===== src/rtl/neo_spike_detector.sv =====
// Two-pass spike detector over the NEO energy buffer: the first pass forms an adaptive
// threshold from the buffer mean, and the second pass writes one refractory-gated flag per address.
module neo_spike_detector #(
   parameter int N        = 16,
   parameter int M        = 16,
   parameter int THR_MULT = 8,
   parameter int REFRACT  = 3
) (
   input  logic                  Clk,
   input  logic                  reset,
   input  logic                  start,
   input  logic signed [N-1:0]   rdata,
   output logic [$clog2(M):0]    raddr,
   output logic                  flag_we,
   output logic [$clog2(M):0]    flag_addr,
   output logic                  flag,
   output logic signed [N+7:0]   threshold,
   output logic [$clog2(M):0]    spike_count,
   output logic                  busy,
   output logic                  done,
   output logic [2:0]            dbg_state
);

   localparam int LM = $clog2(M);
   localparam logic [LM-1:0] LAST = LM'(M - 1);

   typedef enum logic [2:0] {
      S_IDLE   = 3'd0,
      S_SUM    = 3'd1,
      S_CALC   = 3'd2,
      S_DETECT = 3'd3,
      S_DONE   = 3'd4
   } state_t;

   state_t                  state;
   logic [LM-1:0]           idx;
   logic [LM-1:0]           refr;
   logic signed [N+LM-1:0]  acc;
   logic signed [N-1:0]     mean_n;
   logic [N+7:0]            thr_prod;
   logic signed [N+7:0]     rdata_ext;
   logic                    above;
   logic                    fire;

   // The mean of M N-bit samples always fits in N bits, so the floor shift reduces to a slice.
   always_comb begin
      mean_n    = acc[N+LM-1:LM];
      thr_prod  = {8'b0, mean_n} * (N+8)'(THR_MULT);
      rdata_ext = {{8{rdata[N-1]}}, rdata};
      above     = rdata_ext > threshold;
      fire      = (state == S_DETECT) && (refr == '0) && above;
   end

   always_comb begin
      raddr     = '0;
      flag_addr = '0;
      flag_we   = 1'b0;
      flag      = 1'b0;
      if (state == S_SUM) raddr = {1'b0, idx};
      if (state == S_DETECT) begin
         raddr     = {1'b0, idx};
         flag_addr = {1'b0, idx};
         flag_we   = 1'b1;
         flag      = fire;
      end
      busy      = (state == S_SUM) || (state == S_CALC) || (state == S_DETECT);
      done      = (state == S_DONE);
      dbg_state = state;
   end

   always_ff @(posedge Clk or negedge reset) begin
      if (!reset) begin
         state       <= S_IDLE;
         idx         <= '0;
         refr        <= '0;
         acc         <= '0;
         threshold   <= '0;
         spike_count <= '0;
      end else begin
         case (state)
            S_IDLE: begin
               if (start) begin
                  state       <= S_SUM;
                  idx         <= '0;
                  acc         <= '0;
                  spike_count <= '0;
               end
            end
            S_SUM: begin
               acc <= acc + {{LM{rdata[N-1]}}, rdata};
               if (idx == LAST) begin
                  idx   <= '0;
                  state <= S_CALC;
               end else begin
                  idx <= idx + 1'b1;
               end
            end
            S_CALC: begin
               // A negative mean clamps the threshold to zero.
               threshold <= acc[N+LM-1] ? '0 : $signed(thr_prod);
               refr      <= '0;
               state     <= S_DETECT;
            end
            S_DETECT: begin
               if (fire) begin
                  spike_count <= spike_count + 1'b1;
                  refr        <= LM'(REFRACT);
               end else if (refr != '0) begin
                  refr <= refr - 1'b1;
               end
               if (idx == LAST) begin
                  idx   <= '0;
                  state <= S_DONE;
               end else begin
                  idx <= idx + 1'b1;
               end
            end
            S_DONE:  state <= S_IDLE;
            default: state <= S_IDLE;
         endcase
      end
   end

endmodule


===== config.mk =====
export PLATFORM = sky130hd
export DESIGN_NAME = neo_spike_detector
export DESIGN_NICKNAME = d
export VERILOG_FILES = /design/src/rtl/neo_spike_detector.sv
export SDC_FILE = /design/constraint.sdc
export NUM_CORES = 1
export LEC_CHECK = 0
export ABC_CLOCK_PERIOD_IN_PS = 3210
export CAP_MARGIN = 15
export CORE_ASPECT_RATIO = 1.4
export CORE_MARGIN = 2
export CORE_UTILIZATION = 50
export DETAILED_ROUTE_END_ITERATION = 8
export PLACE_DENSITY = 0.82
export SETUP_SLACK_MARGIN = 0.2
export SLEW_MARGIN = 10
export SYNTH_ARGS = -nofsm -noshare
export SYNTH_HDL_FRONTEND = slang
export SYNTH_SLANG_ARGS = --single-unit

===== constraint.sdc =====
create_clock -name Clk -period 3.21 [get_ports Clk]
set_input_delay 0.963 -clock Clk [delete_from_list [all_inputs] [get_ports Clk]]
set_output_delay 0.963 -clock Clk [all_outputs]
set_load 0.01 [all_outputs]

==> results by group <==
Outcome
  • Outcome: complete, but fails checks
  • Failing checks: setup timing

Finish
  • Commonest non-fill, non-tap cell in the layout: buf_4
  • Commonest non-fill, non-tap cells in the layout: 64 x buf_4, 51 x nand2_1, 51 x dfrtp_1
  • Layout cell share with drive strength beyond 1: 0.250
  • Synthesis-to-layout area growth: 39.0%
  • Layout net count: 578
  • # diodes: 0
  • Fin area: 0.00502 mm²
  • Fin util: 0.719

Floorplanning
  • # rows: 36
  • Die height: 105 µm
  • Initial Utilization: 0.517
  • Die ar.: 0.00793 mm²
  • Die X: 75.8 µm
  • Core box area: 0.00698 mm²
  • IO Pins: 65

Setup path
  • Required time of the critical path: 2250 ps
  • CP max stage delay: 340 ps
  • Crit path max-delay cell type: a221oi_4
  • Worst setup SP type: input pin
  • Arr. time, crit path: 2330 ps
  • CP endpoint kind: output pin
  • Type of the worst setup path: in2out
  • Crit-path cells: buf_6, ha_4, a211oi_2, o221ai_4, a221oi_4, a211oi_4, buf_2
  • Worst-path fanout max: 2

Detailed routing
  • First-pass DRT Iterations: 4
  • Wire per inst: 15.9 µm
  • Drt via density: 5.58
  • WL final: 9.82 mm
  • Detailed-route via count: 3,435
  • Antenna-violating nets left: 0
  • Iteration-0 DRC Markers: 146
  • Drt drc: 0

Timing
  • Worst Tran Pin Value: 1060 ps
  • Fin Clk Skew: 12.4 ps
  • Worst Slack Setup Final: -85.2 ps
  • Final hold vios: 0
  • Final Max Slew Viols: 0
  • Tcrit/Tclk final: 1.03
  • Period minus WS final: 3300 ps
  • Final setup viols: 1
  • Unrepaired setup endpoints after global routing: true
  • Max-slew headroom: 0.290
  • Fmax: 303 MHz

Yosys
  • Avg Cell Area, Syn: 8.85 µm²
  • Mapped cell area: 0.00361 mm²
  • Asr flop ratio synth: 1.00
  • EDFF count, synth: 0
  • Post-synthesis cell count: 408
  • Distinct cells, synth: 56
  • Synth warn: 0
  • Post-synth top flop: dfrtp_1
  • Sequential-to-total area share from yosys stat: 0.353
  • Number of synthesized register bits: 51

Global routing
  • Global-route wire length before repair: 16.2 mm
  • Largest net degree at the start of global routing: 31
  • Initial antenna violation count: 0
  • Global route overflow: 0
  • Tot GR Track Use: 0.263
  • Vias in the first global route: 3,575

Pwr
  • Power density cells: 958 mW/mm²
  • Leak: 2.32 nW
  • Maximum vdd drop: 0.486 mV

Clocking
  • CTS clk-pin slew, worst paths: 80 ps
  • CTS tree: built
  • Maximum root-to-sink buffer count: 2
  • CTS Sinks: 51
  • Root Driver: clkbuf_8
  • CTS buffer count: 5
  • H-tree depth: 2
  • Worst-Skew Late Latency: 320 ps
  • Hold_buf cts: 0

Placed design
  • GP Congestion: 0.926
  • DP Area: 0.00467 mm²
  • PortBufs: 53
  • Hpwl dp: 7.03 mm

Worst hold path
  • Tightest Hold Check Type: reg2reg

Run
  • Max_cap viols: 0
## area by class of cell
class / instances / area, µm²
clock buffers: 6 / 82.6
clock inverters: 1 / 5.00
fillers: 491 / 1960
inverters: 28 / 105
multi-input cells: 317 / 2430
flip-flops and latches: 51 / 1280
well taps: 95 / 119
repair buffers: 118 / 1000
## what timing repair did
action / CTS / global route
pin swaps: 24 / 10
setup endpoints to repair: 12 / 6
buffers inserted: 3 / 1
resized for setup: 93 / 7
## cells in the mapped netlist (2+ instances only)
| cell type | count | area, µm² |
|---|---|---|
| mux2i_1 | 3 | 30.0 |
| dfrtp_1 | 51 | 1280 |
| o21ai_1 | 2 | 10.0 |
| o211ai_1 | 2 | 15.0 |
| o21bai_1 | 4 | 30.0 |
| nand2_1 | 53 | 199 |
| xor2_1 | 13 | 114 |
| a221oi_2 | 2 | 30.0 |
| nand2b_1 | 19 | 119 |
| xnor2_1 | 4 | 35.0 |
| a21o_1 | 6 | 45.0 |
| a221o_1 | 2 | 20.0 |
| nand3_1 | 7 | 35.0 |
| a22o_1 | 8 | 70.1 |
| o21ai_0 | 41 | 205 |
| a21o_2 | 2 | 17.5 |
| and2_1 | 4 | 25.0 |
| nor3_1 | 3 | 15.0 |
| clkbuf_1 | 9 | 33.8 |
| a211oi_1 | 3 | 22.5 |
| buf_2 | 2 | 10.0 |
| a21oi_1 | 23 | 115 |
| ha_1 | 37 | 463 |
| and3_2 | 2 | 15.0 |
| nor4_1 | 3 | 18.8 |
| nor2_1 | 21 | 78.8 |
| o31ai_1 | 4 | 30.0 |
| inv_1 | 28 | 105 |
| buf_4 | 11 | 82.6 |
| nand4_1 | 6 | 37.5 |
| and3_1 | 8 | 50.1 |
## power breakdown
part	total (mW)	internal [mW]	switching (mW)
clock network	0.391	0.170	0.221
registers	1.23	0.940	0.288
logic	3.19	1.60	1.59
total	4.81	2.71	2.10
## flip-flops by register name, indices dropped and copies added, names as in the netlist
register     count
refr             4
threshold       15
acc             20
dbg_state        3
spike_count      5
idx              4
## metal layers
metal,vias to the layer above,track usage,wire length (µm)
met1,1664,0.300,3710
met4,0,0.113,260
met5,-,0,0
met2,108,0.466,5390
li1,1641,-,-
met3,22,0.0395,461
## per-stage QoR
stage | TNS [ps] | power (mW) | worst slack (ps) | std cells | hold slack [ps]
3_5_place_dp | -4090 | 4.12 | -1060 | 605 | 486
5_1_grt | -160 | 5.19 | -160 | 616 | 519
2_1_floorplan | 0 | 2.94 | 111 | 418 | 446
4_1_cts | -73.7 | 4.73 | -73.7 | 615 | 502
3_3_place_gp | -3450 | 3.98 | -1010 | 605 | 467
6_report | -85.2 | 4.81 | -85.2 | 616 | 506
## critical path, delay by kind of cell
kind            cells  cell delay, ps
compound gates      4             910
fa+ha+maj           1             210
buf+inv             2             250
## final timing paths
check,startpoint,endpoint,slack [ps],cells past startpoint
hold / removal,refr[0],refr[0],510,1
min in group asynchronous,reset,acc[6],640,1
hold reg to reg,refr[0],refr[0],510,1
setup reg to reg,acc[0],acc[18],750,9
max in group asynchronous,reset,threshold[16],2000,2
setup / recovery,rdata[5],flag,-90,7
## logic make-up (layout without fill, tap and decap cells)
group                    Yosys count  after routing  share of synthesized area
adder cells (fa/ha/maj)           38             38                      0.134
buffers and inverters             50            153                     0.0641
AND/OR/NAND/NOR                  136            136                      0.192
XOR/XNOR                          17             17                     0.0412
AO/OA/AOI/OAI                    112            112                      0.207
multiplexers                       3              3                    0.00832
flip-flops                        51             51                      0.353
other                              1             11                    0.00104
Note: power is estimated with default switching activity, not from simulation.
